## src/rtl/uart_rx_ext.sv

```systemverilog
// -----------------------------------------------------------------------------
// uart_rx_ext
//
// Parametrised UART receiver that sits between the board RX pin and the
// command/packet parser. It is the successor to the fixed 8N1 receiver.
//
// What it does:
//   - Synchronises the asynchronous rx pin through SYNC_STAGES flops.
//   - Detects a start bit as a falling edge of the synchronised line in IDLE.
//   - Times each bit with a runtime baud divisor and samples it in mid-bit.
//   - Rejects false starts: the start bit must still be low at mid-bit.
//   - Receives DATA_W data bits (LSB first), an optional even/odd parity bit
//     and STOP_BITS stop bits.
//   - Flags each byte with frame (bad stop bit) and parity errors.
//   - Buffers received bytes in an output FIFO read through valid/ready.
//
// Parameters:
//   DATA_W      data bits per frame, 5..9
//   STOP_BITS   stop bits checked, 1 or 2
//   SYNC_STAGES rx synchroniser depth, >= 2
//   FIFO_DEPTH  output FIFO entries, power of two, >= 2
//
// Ports:
//   clk         system clock
//   rst         asynchronous reset, active low
//   baud_div    clocks per bit; values below 2 behave as 2
//   parity_en   1 = a parity bit follows the data bits
//   parity_odd  1 = odd parity, 0 = even parity
//   rx          serial input, idle high
//   data_out    data of the FIFO head entry
//   frame_err   head entry had a bad stop bit
//   parity_err  head entry had a parity mismatch
//   data_valid  FIFO not empty
//   data_ready  consumer accepts the head entry
//   overrun     one-cycle pulse: a received frame was lost, FIFO full
//   busy        receive FSM is not in IDLE
//   dbg_state   current FSM state (IDLE=0, START=1, DATA=2, PARITY=3, STOP=4)
//
// Output handshake: the head entry (data_out, frame_err, parity_err) is
// offered while data_valid=1 and is held stable until it is popped; a pop
// happens on every rising clk edge where data_valid && data_ready. There is
// no fall-through: a byte pushed into an empty FIFO is presented on the
// cycle after the push and can be popped at the earliest one edge later.
// -----------------------------------------------------------------------------
module uart_rx_ext #(
    parameter int DATA_W      = 8,
    parameter int STOP_BITS   = 1,
    parameter int SYNC_STAGES = 2,
    parameter int FIFO_DEPTH  = 4
) (
    input  logic              clk,
    input  logic              rst,
    input  logic [31:0]       baud_div,
    input  logic              parity_en,
    input  logic              parity_odd,
    input  logic              rx,
    output logic [DATA_W-1:0] data_out,
    output logic              frame_err,
    output logic              parity_err,
    output logic              data_valid,
    input  logic              data_ready,
    output logic              overrun,
    output logic              busy,
    output logic [2:0]        dbg_state
);

    localparam int PTR_W   = (FIFO_DEPTH > 1) ? $clog2(FIFO_DEPTH) : 1;
    localparam int CNT_W   = PTR_W + 1;
    localparam int ENTRY_W = DATA_W + 2;

    localparam logic [3:0]       LAST_DATA = 4'(DATA_W - 1);
    localparam logic [3:0]       LAST_STOP = 4'(STOP_BITS - 1);
    localparam logic [CNT_W-1:0] FULL_CNT  = CNT_W'(FIFO_DEPTH);

    typedef enum logic [2:0] {
        S_IDLE   = 3'd0,
        S_START  = 3'd1,
        S_DATA   = 3'd2,
        S_PARITY = 3'd3,
        S_STOP   = 3'd4
    } state_t;

    // -------------------------------------------------------------------------
    // Input synchroniser and start-edge detection
    // -------------------------------------------------------------------------
    logic [SYNC_STAGES-1:0] sync_q;
    logic                   rx_s;
    logic                   rx_prev_q;
    logic                   start;

    // Flops reset to 1 so that a line held idle-high never looks like a start.
    always_ff @(posedge clk or negedge rst) begin
        if (!rst) begin
            sync_q    <= '1;
            rx_prev_q <= 1'b1;
        end else begin
            sync_q    <= {sync_q[SYNC_STAGES-2:0], rx};
            rx_prev_q <= rx_s;
        end
    end

    assign rx_s = sync_q[SYNC_STAGES-1];

    // Edge based: a stop bit that was received low cannot retrigger a frame
    // until the line has been seen high again.
    assign start = rx_prev_q && !rx_s;

    // -------------------------------------------------------------------------
    // Receive FSM with bit timer
    // -------------------------------------------------------------------------
    state_t              state_q;
    logic [31:0]         cnt_q;
    logic [31:0]         div_q;
    logic                par_en_q;
    logic                par_odd_q;
    logic [DATA_W-1:0]   shift_q;
    logic [3:0]          bit_idx_q;
    logic                ferr_q;
    logic                perr_q;
    logic                push_q;
    logic [31:0]         div_eff;

    assign div_eff = (baud_div < 32'd2) ? 32'd2 : baud_div;

    // The timer is loaded with half a bit on the start edge so the first
    // sample lands mid start-bit; after every sample it reloads a full bit.
    always_ff @(posedge clk or negedge rst) begin
        if (!rst) begin
            state_q   <= S_IDLE;
            cnt_q     <= '0;
            div_q     <= 32'd2;
            par_en_q  <= 1'b0;
            par_odd_q <= 1'b0;
            shift_q   <= '0;
            bit_idx_q <= '0;
            ferr_q    <= 1'b0;
            perr_q    <= 1'b0;
            push_q    <= 1'b0;
        end else begin
            push_q <= 1'b0;
            case (state_q)
                S_IDLE: begin
                    if (start) begin
                        // Configuration is frozen for the whole frame.
                        div_q     <= div_eff;
                        par_en_q  <= parity_en;
                        par_odd_q <= parity_odd;
                        cnt_q     <= (div_eff >> 1) - 32'd1;
                        bit_idx_q <= '0;
                        ferr_q    <= 1'b0;
                        perr_q    <= 1'b0;
                        state_q   <= S_START;
                    end
                end
                default: begin
                    if (cnt_q != 32'd0) begin
                        cnt_q <= cnt_q - 32'd1;
                    end else begin
                        cnt_q <= div_q - 32'd1;
                        case (state_q)
                            S_START: begin
                                if (rx_s) begin
                                    // Glitch shorter than half a bit.
                                    state_q <= S_IDLE;
                                end else begin
                                    bit_idx_q <= '0;
                                    state_q   <= S_DATA;
                                end
                            end
                            S_DATA: begin
                                // Shift in from the top: after DATA_W samples
                                // the first bit received sits in bit 0.
                                shift_q <= {rx_s, shift_q[DATA_W-1:1]};
                                if (bit_idx_q == LAST_DATA) begin
                                    bit_idx_q <= '0;
                                    state_q   <= par_en_q ? S_PARITY : S_STOP;
                                end else begin
                                    bit_idx_q <= bit_idx_q + 4'd1;
                                end
                            end
                            S_PARITY: begin
                                // 1 = mismatch for the selected parity sense.
                                perr_q  <= (^shift_q) ^ rx_s ^ par_odd_q;
                                state_q <= S_STOP;
                            end
                            S_STOP: begin
                                if (!rx_s) begin
                                    ferr_q <= 1'b1;
                                end
                                if (bit_idx_q == LAST_STOP) begin
                                    push_q  <= 1'b1;
                                    state_q <= S_IDLE;
                                end else begin
                                    bit_idx_q <= bit_idx_q + 4'd1;
                                end
                            end
                            default: begin
                                state_q <= S_IDLE;
                            end
                        endcase
                    end
                end
            endcase
        end
    end

    assign busy      = (state_q != S_IDLE);
    assign dbg_state = state_q;

    // -------------------------------------------------------------------------
    // Output FIFO
    // -------------------------------------------------------------------------
    logic [ENTRY_W-1:0] mem_q [FIFO_DEPTH];
    logic [PTR_W-1:0]   wr_ptr_q;
    logic [PTR_W-1:0]   rd_ptr_q;
    logic [PTR_W-1:0]   rd_ptr_d;
    logic [CNT_W-1:0]   count_q;
    logic [CNT_W-1:0]   count_d;
    logic [CNT_W-1:0]   remain;
    logic [ENTRY_W-1:0] entry_in;
    logic [ENTRY_W-1:0] head_q;
    logic [ENTRY_W-1:0] head_d;
    logic               data_valid_q;
    logic               overrun_q;
    logic               overrun_d;
    logic               full;
    logic               do_pop;
    logic               do_push;

    assign entry_in = {shift_q, ferr_q, perr_q};
    assign full     = (count_q == FULL_CNT);
    assign do_pop   = data_valid_q && data_ready;

    // A pop in the same cycle frees the slot, so a push into a full FIFO
    // only drops the frame when nothing is leaving.
    assign do_push   = push_q && (!full || do_pop);
    assign overrun_d = push_q && full && !do_pop;

    always_comb begin
        rd_ptr_d = rd_ptr_q + PTR_W'(do_pop);
        count_d  = count_q + CNT_W'(do_push) - CNT_W'(do_pop);
        remain   = count_q - CNT_W'(do_pop);
        // If nothing older survives this cycle, the next head can only be
        // the entry being written now; otherwise it already sits in memory.
        if (remain == '0) begin
            head_d = entry_in;
        end else begin
            head_d = mem_q[rd_ptr_d];
        end
    end

    always_ff @(posedge clk) begin
        if (do_push) begin
            mem_q[wr_ptr_q] <= entry_in;
        end
    end

    always_ff @(posedge clk or negedge rst) begin
        if (!rst) begin
            wr_ptr_q     <= '0;
            rd_ptr_q     <= '0;
            count_q      <= '0;
            head_q       <= '0;
            data_valid_q <= 1'b0;
            overrun_q    <= 1'b0;
        end else begin
            if (do_push) begin
                wr_ptr_q <= wr_ptr_q + PTR_W'(1);
            end
            rd_ptr_q     <= rd_ptr_d;
            count_q      <= count_d;
            data_valid_q <= (count_d != '0);
            overrun_q    <= overrun_d;
            // Head view only moves when there is a new head to show, so it
            // stays stable while the consumer is stalling.
            if (count_d != '0) begin
                head_q <= head_d;
            end
        end
    end

    assign data_out   = head_q[ENTRY_W-1:2];
    assign frame_err  = head_q[1];
    assign parity_err = head_q[0];
    assign data_valid = data_valid_q;
    assign overrun    = overrun_q;

endmodule
```

## config.mk

```make
export PLATFORM = sky130hd
export DESIGN_NAME = uart_rx_ext
export DESIGN_NICKNAME = d
export VERILOG_FILES = /design/src/rtl/uart_rx_ext.sv
export SDC_FILE = /design/constraint.sdc
export NUM_CORES = 1
export LEC_CHECK = 0
export BUFFER_PORTS_ARGS = -buffer_cell sky130_fd_sc_hd__buf_2
export CORE_ASPECT_RATIO = 1.2
export CORE_UTILIZATION = 45
export DETAILED_ROUTE_END_ITERATION = 6
export PLACE_DENSITY = 0.67
export SLEW_MARGIN = 10
export SYNTH_ARGS = -nofsm -noshare
export SYNTH_HDL_FRONTEND = slang
export SYNTH_SLANG_ARGS = --single-unit
```

## constraint.sdc

```tcl
create_clock -name clk -period 3.43 [get_ports clk]
set_input_delay 0.1715 -clock clk [delete_from_list [all_inputs] [get_ports clk]]
set_output_delay 0.1715 -clock clk [all_outputs]
set_load 0.02 [all_outputs]
```

---- Word-level counts from Yosys, hierarchy flattened ----
Memory sizes are Yosys's and may differ from the RTL's.
Index checks and enable logic that the tools add are counted.
operators by class
  equality and inequality tests ........... 13
  $lt $le $gt $ge ......................... 1
  multiplexer cells ....................... 34
  reductions and logical operators ........ 25
  bitwise operators ....................... 4
  add/sub/neg operators ................... 9
operators with widths
  operator                 count
  $mux W32                 4
  $sub A32 B1 Y32 const B  2
  $lt A32 B2 Y1 const B    1
  $reduce_bool A32 Y1      1
  $sub A31 B1 Y32 const B  1
  $mux W4                  6
  $mux W3                  6
  $mux W1                  14
  $pmux W3 S4              1
  $pmux W4 S3              1
  $mux W10                 1
  $reduce_and A4 Y1        2
  $reduce_xor A8 Y1        1
  $eq A3 B2 Y1 const B     2
  $eq A3 B3 Y1 const B     2
  $logic_not A3 Y1         2
  $ne A3 B2 Y1 const B     2
  $ne A3 B3 Y1 const B     2
  $reduce_and A3 Y1        2
  $reduce_bool A3 Y1       2
  $sub A3 B1 Y3            2
  $logic_and A1 B1 Y1      5
  $reduce_and A5 Y1        1
  $add A4 B1 Y4 const B    1
  16 further kinds         22
word-level totals
  input bits .............................. 38
  register bits ........................... 106
  memory bits (writable) .................. 40
  memories ................................ 1
  logic and storage cells ................. 105
memories
  memory  depth  width  rd ports  clocked after memory_dff  wr ports  line  text
  mem_q   4      10     1         0                         1         213   logic [ENTRY_W-1:0] mem_q [FIFO_DEPTH];

---- Depth between registers and ports, before layout ----
  depth in word-level cells ............... 7
  gate-level depth with buffers ........... 16
  mapped depth without buffers ............ 15

---- Worst setup path after synthesis ----
OpenSTA, ideal clock, no wires.
  path kind ............................... reg-to-reg
  from .................................... register data_valid_q (netlist: data_valid)
  to ...................................... register head_q[1]
  stages on the path, launching flop included .. 17
  library setup time ...................... 0.083 ns
  clock period less this slack ............ 2.946 ns
  slack ................................... 0.484 ns
  required time ........................... 3.347 ns
  arrival ................................. 2.864 ns
  buffers on the path ..................... 1
  cell sequence ........................... dfrtp_1 -> and2_1 -> nor3_1 -> nand2_1 -> and2_1 -> inv_1 -> ha_1 -> inv_1 -> ha_1 -> inv_1 -> fa_1 -> xnor2_1 -> xnor2_1 -> nor3_1 -> clkbuf_1 -> nand2_1 -> o21ai_0
on the way
  longest elaborated chain between the ends .. 6
  elaborated cells between the ends (all ways) .. 11
  those cells by class .................... add/sub (4); mux (1); reduce/logical (5); memory (1)
RTL lines
  element                 line  text
  from (decl)             223   logic data_valid_q;
  from (signal assigned)  272   data_valid_q <= (count_d != '0);
  $logic_and A1 B1 Y1 *   232   assign do_pop = data_valid_q && data_ready;
  $logic_or A1 B1 Y1      236   assign do_push = push_q && (!full || do_pop);
  $logic_and A1 B1 Y1     236
  $add A3 B1 Y3           241   count_d = count_q + CNT_W'(do_push) - CNT_W'(do_pop);
  $sub A3 B1 Y3 *         241
  via count_d[2]          218   logic [CNT_W-1:0] count_d;
  $reduce_bool A3 Y1 *    276   if (count_d != '0) begin
  to (signal assigned)    263   head_q <= '0;
  to (signal assigned)    277   head_q <= head_d;
  to (decl)               221   logic [ENTRY_W-1:0] head_q;
The timed path passes the listed nets; every way through them passes the cells marked *.
A chain may end at the register's enable or synchronous reset.

---- Worst setup path in the final report ----
  from .................................... register cnt_q[1]
  to ...................................... register cnt_q[24]
on the way
  longest elaborated chain between the ends .. 3
  elaborated cells between the ends (all ways) .. 4
  those cells by class .................... add/sub (1); mux (2); reduce/logical (1)
RTL lines
  element                                                 line      text
  from (decl)                                             112       logic [31:0] cnt_q;
  from (signal assigned)                                  148       cnt_q <= (div_eff >> 1) - 32'd1;
  from (signal assigned)                                  157       cnt_q <= cnt_q - 32'd1;
  from (signal assigned)                                  159       cnt_q <= div_q - 32'd1;
  $sub A32 B1 Y32 or $reduce_bool A32 Y1 (tied branches)  157, 156
  $mux W32 *                                              156       if (cnt_q != 32'd0) begin
  $mux W32 *                                              141       case (state_q)
Mark *: on every way between the ends. The rest lies on a longest branch, timed or not.

==> impl_metrics.toml <==
[run_status]
run_status = "finished, final reports clean"

[sta]
final_hold_viol_count = 0
period_share_pct = 90.1
finalMaxSlewViolations = 0
rsz0062_at_grt = "no"
setup_tns_ns = 0
finalSetupViolCount = 0
max_freq_mhz = 324
period_needed_ns = 3.09
fin_skew_ns = 0.00769
tightest_slew_ns = 1.06
relSlewSlack_pct = 29.4

[yosys]
yosys_warnings = 0
synth-seq-cells = 146
avgSynthCellArea_um2 = 10.8
syn_nets = 715
netlist_area_um2 = 7210
async_reset_ff_share_pct = 72.6
synth-main-ff-cell = "dfrtp_1"
netlist_instances = 665
synth_edf_count = 40
synth.distinct_cells = 54
ys_seq_area_share_pct = 53.5

[setup_path]
crit_buf_inv = 2
critPathMaxStageDelay_ns = 0.54
crit_path_max_fanout = 26
cp_slowest_cell = "nor4_4"
r2r_start = "cnt_q[1]$_DFFE_PN0P_"
critical_path_arrival_ns = 3.39
worstPathRequired_ns = 3.73
cp-end-kind = "register"
path_delay_family = "simple AND/OR/NAND/NOR gates"
cp_cell_sequence = "nor4_1 > nand4_1 > nor2_2 > buf_4 > a31oi_1 > o2111ai_2 > buf_4 > nor4_4 > nand4_1 > xnor2_1 > o21ai_1"
startpoint_type = "register"
crit_type = "register to register"
cp-startpoint = "cnt_q[1]$_DFFE_PN0P_"
ff2ff_setup_slack_ns = 0.34

[clocking]
tritoncts = "yes"
cts-buffers-inserted = 17
h-tree-depth = 4
clk_pin_slew_ns = 0.06
clock-root-buffer = "clkbuf_16"
clockBufferDepth = 2
numClockSinks = 146
clk-insertion-delay-late_ns = 0.43

[power_and_ir_drop]
peakVddDrop_uv = 423
power.density_nw_per_um2 = 816
leakage_uw = 0.00359

[global_route]
antenna_found_initial = 2
grt.total_usage_pct = 21.4
grt_max_degree = 69
grt_pass1_wl_mm = 27.6
grt_pass1_vias = 5548
grt-ovfl-total = 0

[die]
die_area_um2 = 16500
ioPinCount = 54
die_w_um = 118
dieHeight_um = 141
rows = 50
initial_core_util_pct = 46.1
core-area_um2 = 15600

[final_layout]
drive_above_1_share_pct = 22.8
nFillCells = 1398
area_growth_pct = 18.4
fin_cells = 969
fin_nets = 797
register_area_um2 = 3860
multi_input_area_um2 = 3170

[routing]
highest_layer = "met5"
wl_per_cell_um = 16.8
wl_met1_mm = 6.73
via_per_inst = 5.54
detail-route-antenna-nets = 0
drt-initial-drc-count = 364
wl_mm = 16.3
drc = 0
via_count = 5371
wl_met2_mm = 8.37
wl_met3_um = 699
first_pass_iters = 5

[min_path]
min-delay-start = "baud_div[17]"
hold_class = "input pin to register"

[place]
dp_hpwl_mm = 11.5
gp_congestion = 0.906
io_buffers = 53
dpl.cell_count = 915

[flow_run]
drv_cap = 0
## repair_timing
action / 4_1_cts / 5_1_grt
setup buffers: 0 / 0
endpoints found under the hold margin: 84 / 0
hold buffers: 21 / 0
gates resized for setup: 0 / 0
## cells in the mapped netlist, types with 2 or more instances
master / count / area [µm²]
nor3b_1: 2 / 15.0
xor2_1: 11 / 96.3
inv_1: 14 / 52.6
a21oi_1: 27 / 135
nor3_1: 13 / 65.1
nor4_1: 19 / 119
ha_1: 11 / 138
mux4_2: 10 / 225
mux2_2: 41 / 462
xnor2_1: 30 / 263
o22a_1: 3 / 26.3
o31ai_1: 5 / 37.5
nand3_1: 12 / 60.1
nor2b_1: 5 / 31.3
dfstp_2: 4 / 105
mux2i_1: 10 / 100
clkbuf_1: 23 / 86.3
a21o_1: 2 / 15.0
nand2_1: 116 / 435
buf_1: 2 / 7.51
o21ai_0: 46 / 230
and2_1: 3 / 18.8
nor4b_2: 2 / 30.0
a31oi_1: 22 / 138
and3_1: 7 / 43.8
nand4_1: 11 / 68.8
dfrtp_1: 102 / 2550
o21ai_1: 3 / 15.0
nor2_1: 38 / 143
nor4_4: 2 / 42.5
nand2b_1: 2 / 12.5
edfxtp_1: 40 / 1200
buf_2: 6 / 30.0
## through the flow
stage               cell area [µm²]  util [%]  hold slack [ns]  total power [µW]  worst slack, ns
global placement               7770      49.7            0.295              5120            0.464
detailed placement             7770      49.7            0.290              5210            0.380
finish                         8530      54.5           0.0227              6960            0.340
floorplan                      7210         -           -0.124              4490            0.484
global route                   8530      54.5          0.00772              7430           0.0174
CTS                            8530      54.5          0.00533              6990            0.369
## cell usage in the layout (no fill, tap or decap), drive strengths merged, types with 22 or more instances in the layout
| master | instances |
|---|---|
| edfxtp | 40 |
| mux2 | 41 |
| dfrtp | 102 |
| xnor2 | 30 |
| a21oi | 27 |
| inv | 23 |
| a31oi | 22 |
| o21ai | 49 |
| buf | 74 |
| nor2 | 38 |
| nand2 | 116 |
## worst reg2reg max path, cell delays in order, from the launching register on
cell,delay [ns]
dfrtp_1,0.41
nor4_1,0.08
nand4_1,0.17
nor2_2,0.07
buf_4,0.23
a31oi_1,0.43
o2111ai_2,0.31
buf_4,0.24
nor4_4,0.54
nand4_1,0.18
xnor2_1,0.24
o21ai_1,0.08
## kinds of logic after synthesis
logic type,synth area share (%)
adder cells (fa/ha/maj),2.19
multiplexers,10.9
AND/OR/NAND/NOR,16.4
buffers and inverters,2.66
AO/OA/AOI/OAI,9.29
flip-flops,53.5
XOR/XNOR,4.98
## worst paths after layout
check                                             end  cells after the start
worst max-delay path            cnt_q[24]$_DFFE_PN0P_                     11
worst min-delay path            div_q[17]$_DFFE_PN0P_                      2
worst max register to register  cnt_q[24]$_DFFE_PN0P_                     11
worst min register to register    sync_q[1]$_DFF_PN1_                      0
max in group asynchronous         sync_q[0]$_DFF_PN1_                      3
min in group asynchronous        count_q[2]$_DFF_PN0_                      2
## routing by layer
| layer | global-route usage (%) | up-vias |
|---|---|---|
| met5 | 0 | - |
| met4 | 10.5 | 2 |
| met3 | 4.45 | 33 |
| met2 | 37.7 | 144 |
| met1 | 24.8 | 2631 |
| li1 | - | 2561 |
## where the power goes
group	switching, µW	internal [µW]
Combinational	1580	1070
Clock	789	947
Sequential	342	2240
## flip-flops by register name (all words and copies together), names as in the netlist, 2 cells and up
register,cells
mem_q,40
cnt_q,32
div_q,32
head_q,10
shift_q,8
bit_idx_q,4
count_q,3
dbg_state,3
rd_ptr_q,2
sync_q,2
wr_ptr_q,2
## area by class of cell
type / instances / share of cell area (%)
Antenna cell: 1 / 0.0293
Clock buffer: 18 / 5.03
Clock inverter: 14 / 1.41
Inverter: 15 / 0.660
Multi-Input combinational cell: 472 / 37.1
Sequential cell: 146 / 45.2
Tap cell: 208 / 3.05
Timing Repair Buffer: 95 / 7.45
No activity file was read; power rests on OpenSTA's default activity.
